==> src/rtl/if_queue.sv <==
// if_queue: in-order fetch-to-decode packet queue with mispredict flush and trap blocking.
// Optional IFQ_BYPASS_EN forwards a packet straight to decode when the queue is empty.
module if_queue #(
  parameter int DEPTH = 4,
  parameter int PC_W  = 48
) (
  input  logic                     clk,
  input  logic                     n_reset,
  input  logic                     flush,
  input  logic                     in_valid,
  output logic                     in_ready,
  input  logic [PC_W-1:0]          in_pc,
  input  logic [31:0]              in_instr,
  input  logic                     in_pred_taken,
  input  logic                     in_trap,
  output logic                     out_valid,
  input  logic                     out_ready,
  output logic [PC_W-1:0]          out_pc,
  output logic [31:0]              out_instr,
  output logic                     out_pred_taken,
  output logic                     out_trap,
  output logic [$clog2(DEPTH):0]   count
);
  localparam int AW = $clog2(DEPTH);
  localparam logic [AW:0] FULL = (AW+1)'(DEPTH);
  localparam logic [AW:0] ONE = (AW+1)'(1);
  localparam logic [AW-1:0] STEP = AW'(1);
  localparam logic [31:0] NOP = 32'h0000_0013;
  logic [PC_W-1:0] pc_mem [DEPTH];
  logic [31:0] instr_mem [DEPTH];
  logic [DEPTH-1:0] pred_mem, trap_mem;
  logic [AW-1:0] head, tail;
  logic trap_pending, accept, byp, push, pop;
  logic [31:0] in_word;
  assign in_ready = (count < FULL) && !trap_pending;
  assign accept = in_valid && in_ready && !flush;
  assign in_word = in_trap ? NOP : in_instr;
`ifdef IFQ_BYPASS_EN
  assign byp = (count == '0) && accept;
`else
  assign byp = 1'b0;
`endif
  assign out_valid = (count != '0) || byp;
  assign out_pc = byp ? in_pc : pc_mem[head];
  assign out_instr = byp ? in_word : instr_mem[head];
  assign out_pred_taken = byp ? in_pred_taken : pred_mem[head];
  assign out_trap = byp ? in_trap : trap_mem[head];
  // a forwarded packet taken by decode never touches storage
  assign push = accept && !(byp && out_ready);
  assign pop = (count != '0) && out_ready && !flush;
  always_ff @(posedge clk or negedge n_reset) begin
    if (!n_reset) begin
      head <= '0;
      tail <= '0;
      count <= '0;
      trap_pending <= 1'b0;
      pred_mem <= '0;
      trap_mem <= '0;
      for (int i = 0; i < DEPTH; i++) begin
        pc_mem[i] <= '0;
        instr_mem[i] <= '0;
      end
    end else if (flush) begin
      head <= '0;
      tail <= '0;
      count <= '0;
      trap_pending <= 1'b0;
    end else begin
      if (push) begin
        pc_mem[tail] <= in_pc;
        instr_mem[tail] <= in_word;
        pred_mem[tail] <= in_pred_taken;
        trap_mem[tail] <= in_trap;
        tail <= tail + STEP;
      end
      if (pop) head <= head + STEP;
      count <= (push && !pop) ? count + ONE : (!push && pop) ? count - ONE : count;
      if (accept && in_trap) trap_pending <= 1'b1;
    end
  end
endmodule

==> config.mk <==
export PLATFORM = sky130hd
export DESIGN_NAME = if_queue
export DESIGN_NICKNAME = d
export VERILOG_FILES = /design/src/rtl/if_queue.sv
export SDC_FILE = /design/constraint.sdc
export NUM_CORES = 1
export LEC_CHECK = 0
export ABC_CLOCK_PERIOD_IN_PS = 2250
export CAP_MARGIN = 20
export CORE_MARGIN = 3
export CORE_UTILIZATION = 58
export CTS_BUF_LIST = sky130_fd_sc_hd__clkbuf_8
export DETAILED_ROUTE_END_ITERATION = 7
export PLACE_DENSITY = 0.79
export SYNTH_ARGS = -nofsm -noshare
export SYNTH_HDL_FRONTEND = slang
export SYNTH_SLANG_ARGS = --single-unit
==> constraint.sdc <==
create_clock -name clk -period 2.25 [get_ports clk]
set_clock_uncertainty 0.05 [all_clocks]
set_input_delay 0.45 -clock clk [delete_from_list [all_inputs] [get_ports clk]]
set_output_delay 0.45 -clock clk [all_outputs]
set_load 0.02 [all_outputs]
* Word-level counts from Yosys, hierarchy flattened
Index checks and enable logic that the tools add are counted.
Word-level totals: logic and storage cells 78, input port bits 87, register bits 336, output and inout bits 87
Cells by class: reductions and logical operators 20, order comparisons 7, multiplexer cells 30, add/subtract/negate cells 4, bitwise operators 3
Operators with widths (count):
- bitwise mux 192 bit | 1
- 2-to-1 mux 48 bit | 3
- bitwise mux 128 bit | 1
- 2-to-1 mux 32 bit | 4
- binary-select mux 48 bit (select 2 bit) | 1
- demux 48 bit (select 2 bit) | 1
- binary-select mux 32 bit (select 2 bit) | 1
- demux 32 bit (select 2 bit) | 1
- logical AND 1 bit | 10
- 2-to-1 mux 3 bit | 3
- bitwise mux 4 bit | 2
- 2-to-1 mux 2 bit | 4
- >= comparator 3 bit, second input constant | 2
- less-than comparator 2 x 3 -> 1 bit, second input constant | 2
- NOT 2 -> 3 bit | 2
- nonzero test 2 bit | 3
- nonzero test 3 bit | 2
- 2-to-1 mux 1 bit | 5
- adder 2 x 1 -> 2 bit, second input constant | 2
- binary-select mux 1 bit (select 2 bit) | 2
- logical NOT 1 bit | 4
- adder 3 x 1 -> 3 bit, second input constant | 1
- less-than comparator 3 x 1 -> 1 bit, second input constant | 1
- less-than comparator 3 bit, second input constant | 1
- other kinds (5) | 5

* Longest topological paths before layout
depth after elaboration 9, depth in mapped cells 7, mapped depth without buffers 6

* Least setup slack after synthesis
No wires, ideal clock.
path type register to output, start point reg head[0], end point out out_instr[18], data required time 1750 ps, arrival 1509 ps, cell stages (with the launch flop) 3, buffers on the path 1, path slack 241 ps, cells stage by stage dfrtp_1 > buf_1 > mux4_2
Between the ends: word-level cells in the longest chain between the ends 4
RTL lines:
- start, declared | RTL line 32 | logic [AW-1:0] head, tail;
- start signal, assigned | RTL line 76 | if (pop) head <= head + STEP;
- NOT 2 -> 3 bit (implied by the code) | RTL line 45 | assign out_instr = byp ? in_word : instr_mem[head];
- binary-select mux 32 bit (select 2 bit) | RTL line 45
- 2-to-1 mux 32 bit (implied by the code) (2 in a row) | RTL line 45
- end, declared | RTL line 19 | output logic [31:0] out_instr,
Every way passes these cells. The select of a mux whose other input is x is not followed.

* Worst setup path in the final report
start point reg head[0], end point out out_pc[34]
Between the ends: word-level cells in the longest chain between the ends 4
RTL lines:
- NOT 2 -> 3 bit (implied by the code) | RTL line 44 | assign out_pc = byp ? in_pc : pc_mem[head];
- binary-select mux 48 bit (select 2 bit) | RTL line 44
- 2-to-1 mux 48 bit (implied by the code) (2 in a row) | RTL line 44
- end, declared | RTL line 18 | output logic [PC_W-1:0] out_pc,
Every way passes these cells. The select of a mux whose other input is x is not followed.

==> out/results.txt <==
1st-pass router iterations = 4
Area growth syn-to-layout = 26.99%
CP max FO = 7
Die area = 28650 µm²
Startpoint Class = register
Critical path depth = 5
Final std cells w/o fill = 1509
# IOs = 174
Setup TNS = -21820 ps
Violated checks = negative setup slack
Total GRT Usage = 23.32%
Yosys warning total = 0
Max Cap Viol = 0
Core Region = 26130 µm²
Initial antenna violation count = 0
Die Wd = 169.3 µm
Crit-path cells = buf_12 -> buf_12 -> buf_16 -> mux4_2 -> buf_2
Peak supply drop = 0.8842 mV
Tightest Hold Check Type = in2async
Fin util = 75.13%
CP endpoint kind = output pin
Cts bufs inserted = 53
Synthesized Nets = 984
Cell variety after synth = 30
Global placer's final weighted congestion = 0.7560
Mean Syn Cell Area = 17.33 µm²
Synth Flop Type = dfrtp_1
Sequential area share after synthesis = 54.39%
Die H = 169.3 µm
Largest net degree at the start of global routing = 74
Pwr per Cell Area = 1404 nW/µm²
Worst r2r path cells = 6
N_diodes = 0
Rel. slew slack = 73.48%
Most frequent cell after synthesis = dfrtp_1
Dpl cells = 1398
Top cell type's share of synthesized area = 54.39%
Pre-CTS setup slack = -220.2 ps
WL final = 32.98 mm
Synth async-reset ratio = 100.0%
DR vias/cell = 5.731
H-tree depth = 2
Synth area leaders = dfrtp_1 54%, mux2_4 16%, mux4_2 12%, mux2_2 10%, buf_6 1.5%
LEAKAGE = 0.009479 µW
Seq cells post-synth = 336
CTS root buf = clkbuf_8
# setup viols final = 82
WL/cell = 21.85 µm
Measured slew at the worst slew-check pin = 397.7 ps
Routed Antenna Nets = 0
Tmin final = 2671 ps
DR iter-0 viols = 487
Drt drc = 0
Nets@finish = 1224
Number of global-route vias before repair = 9663
RSZ-0062 raised after global routing = yes
Crit path buffers/inverters = 4
Synth top cells by count = 336 x dfrtp_1, 168 x mux2_4, 140 x mux2_2
Via count = 8648
Crit path max-delay family = buffers and inverters
CTS tree = built
Gate Count Post-Synth = 892
Crit path kind = reg2out
Crit share post-route = 118.7%
Leading area contributor after synthesis = dfrtp_1
Slew Limit Fails = 0
Max stage delay on crit path = 520 ps
Crit path arrival time = 2170 ps
Post-Syn Area = 15460 µm²
Initial Util = 59.16%
Final WS setup = -421.3 ps
Worst Path Required = 1750 ps
Final Hold Fails = 0
Gr ovfl total = 0
Fmax = 0.3744 GHz
Clk sinks = 336
Rows = 59
CP most frequent cell = buf_12
Worst path slowest cell = dfrtp_4
Clock Latency Late Sink = 560 ps
Clock Pin Slew Worst Setup and Hold Paths = 70 ps
PortBufs = 173
Outcome = finished, violations left
Clock Path Buffers = 3
DP Wirelength = 20.95 mm
First-pass GRT wire length = 53.15 mm
Share of cells above drive strength 1 = 54.60%
Number of synthesized flops with an enable pin = 0
==> power breakdown <==
part | internal, µW | switching [µW] | total (µW)
combinational | 7350 | 4740 | 12100
sequential | 8500 | 1360 | 9860
clock | 3250 | 2370 | 5610
==> worst register-to-register path, cell delays in order (launching register included) <==
cell and delay [ps]:
dfrtp_1 440, buf_4 190, nor3b_4 210, buf_12 160, nand3_4 220, buf_4 300, mux2_4 310
==> layout by cell type, fill, tap and decap left out, types with 20 or more instances in the layout <==
| cell type | netlist | layout |
|---|---|---|
| clkdlybuf4s50_1 | 0 | 85 |
| mux4_2 | 82 | 82 |
| nor2b_1 | 29 | 29 |
| buf_12 | 0 | 38 |
| buf_6 | 20 | 80 |
| mux2_4 | 168 | 168 |
| buf_4 | 4 | 20 |
| clkbuf_8 | 0 | 77 |
| mux2_2 | 140 | 140 |
| dfrtp_1 | 336 | 334 |
==> final timing paths <==
kind | start | endpoint | slack [ps]
setup / recovery | head[0]$_DFFE_PN0P_ | out_pc[34] | -420
hold reg to reg | instr_mem[32]$_DFFE_PN0P_ | instr_mem[32]$_DFFE_PN0P_ | 430
setup reg to reg | count[2]$_DFFE_PN0P_ | pc_mem[132]$_DFFE_PN0P_ | 250
max in group asynchronous | n_reset | pc_mem[9]$_DFFE_PN0P_ | 1080
hold / removal | n_reset | pc_mem[189]$_DFFE_PN0P_ | 290
min in group clk | in_trap | trap_pending$_DFFE_PN0P_ | 340
==> cells by family (layout without fill, tap and decap cells) <==
group	after synthesis	in the layout	synth area share (%)
AO/OA/AOI/OAI	17	17	0.6151
XOR/XNOR	4	4	0.2267
adder cells (fa/ha/maj)	5	5	0.4532
buffers and inverters	64	346	2.784
flip-flops	336	336	54.39
multiplexers	398	398	39.04
AND/OR/NAND/NOR	68	68	2.493
==> through the flow <==
stage / cell area, µm² / power (µW) / hold WS [ps]
global route: 19630 / 28940 / 281.2
global placement: 18090 / 20920 / 281.0
finish: 19630 / 27560 / 292.8
CTS: 19210 / 26550 / 278.7
floorplan: 15460 / 16790 / 104.4
detailed placement: 18090 / 21240 / 279.4
==> timing repair <==
| action | in CTS | in global routing |
|---|---|---|
| endpoints found under the setup margin | 85 | 83 |
| gates resized for setup | 387 | 125 |
| hold endpoints to repair | 69 | 0 |
| cloned | 3 | 0 |
| hold buffers | 1 | 0 |
| setup buffers | 5 | 7 |
==> registers in the layout (all words and copies together) (netlist names) <==
signal and count:
trap_pending 1, head 2, pred_mem 4, instr_mem 128, tail 2, count 3, pc_mem 192, trap_mem 4
==> layer usage <==
metal | up-vias | track usage (%) | wire [µm]
met5 | - | 0 | 0
met4 | 0 | 5.512 | 536
met3 | 49 | 4.612 | 1489
met2 | 181 | 38.62 | 16620
met1 | 4637 | 32.51 | 14330
li1 | 3781 | - | -
==> layout make-up <==
| cell class | count | area (µm²) |
|---|---|---|
| flip-flops and latches | 336 | 8416 |
| clock buffers | 77 | 1060 |
| clock inverters | 20 | 141.4 |
| fillers | 1530 | 6500 |
| repair buffers | 244 | 2927 |
| inverters | 5 | 18.77 |
| well taps | 335 | 419.2 |
| multi-input cells | 492 | 6651 |
Note: power is estimated with default switching activity, not from simulation.
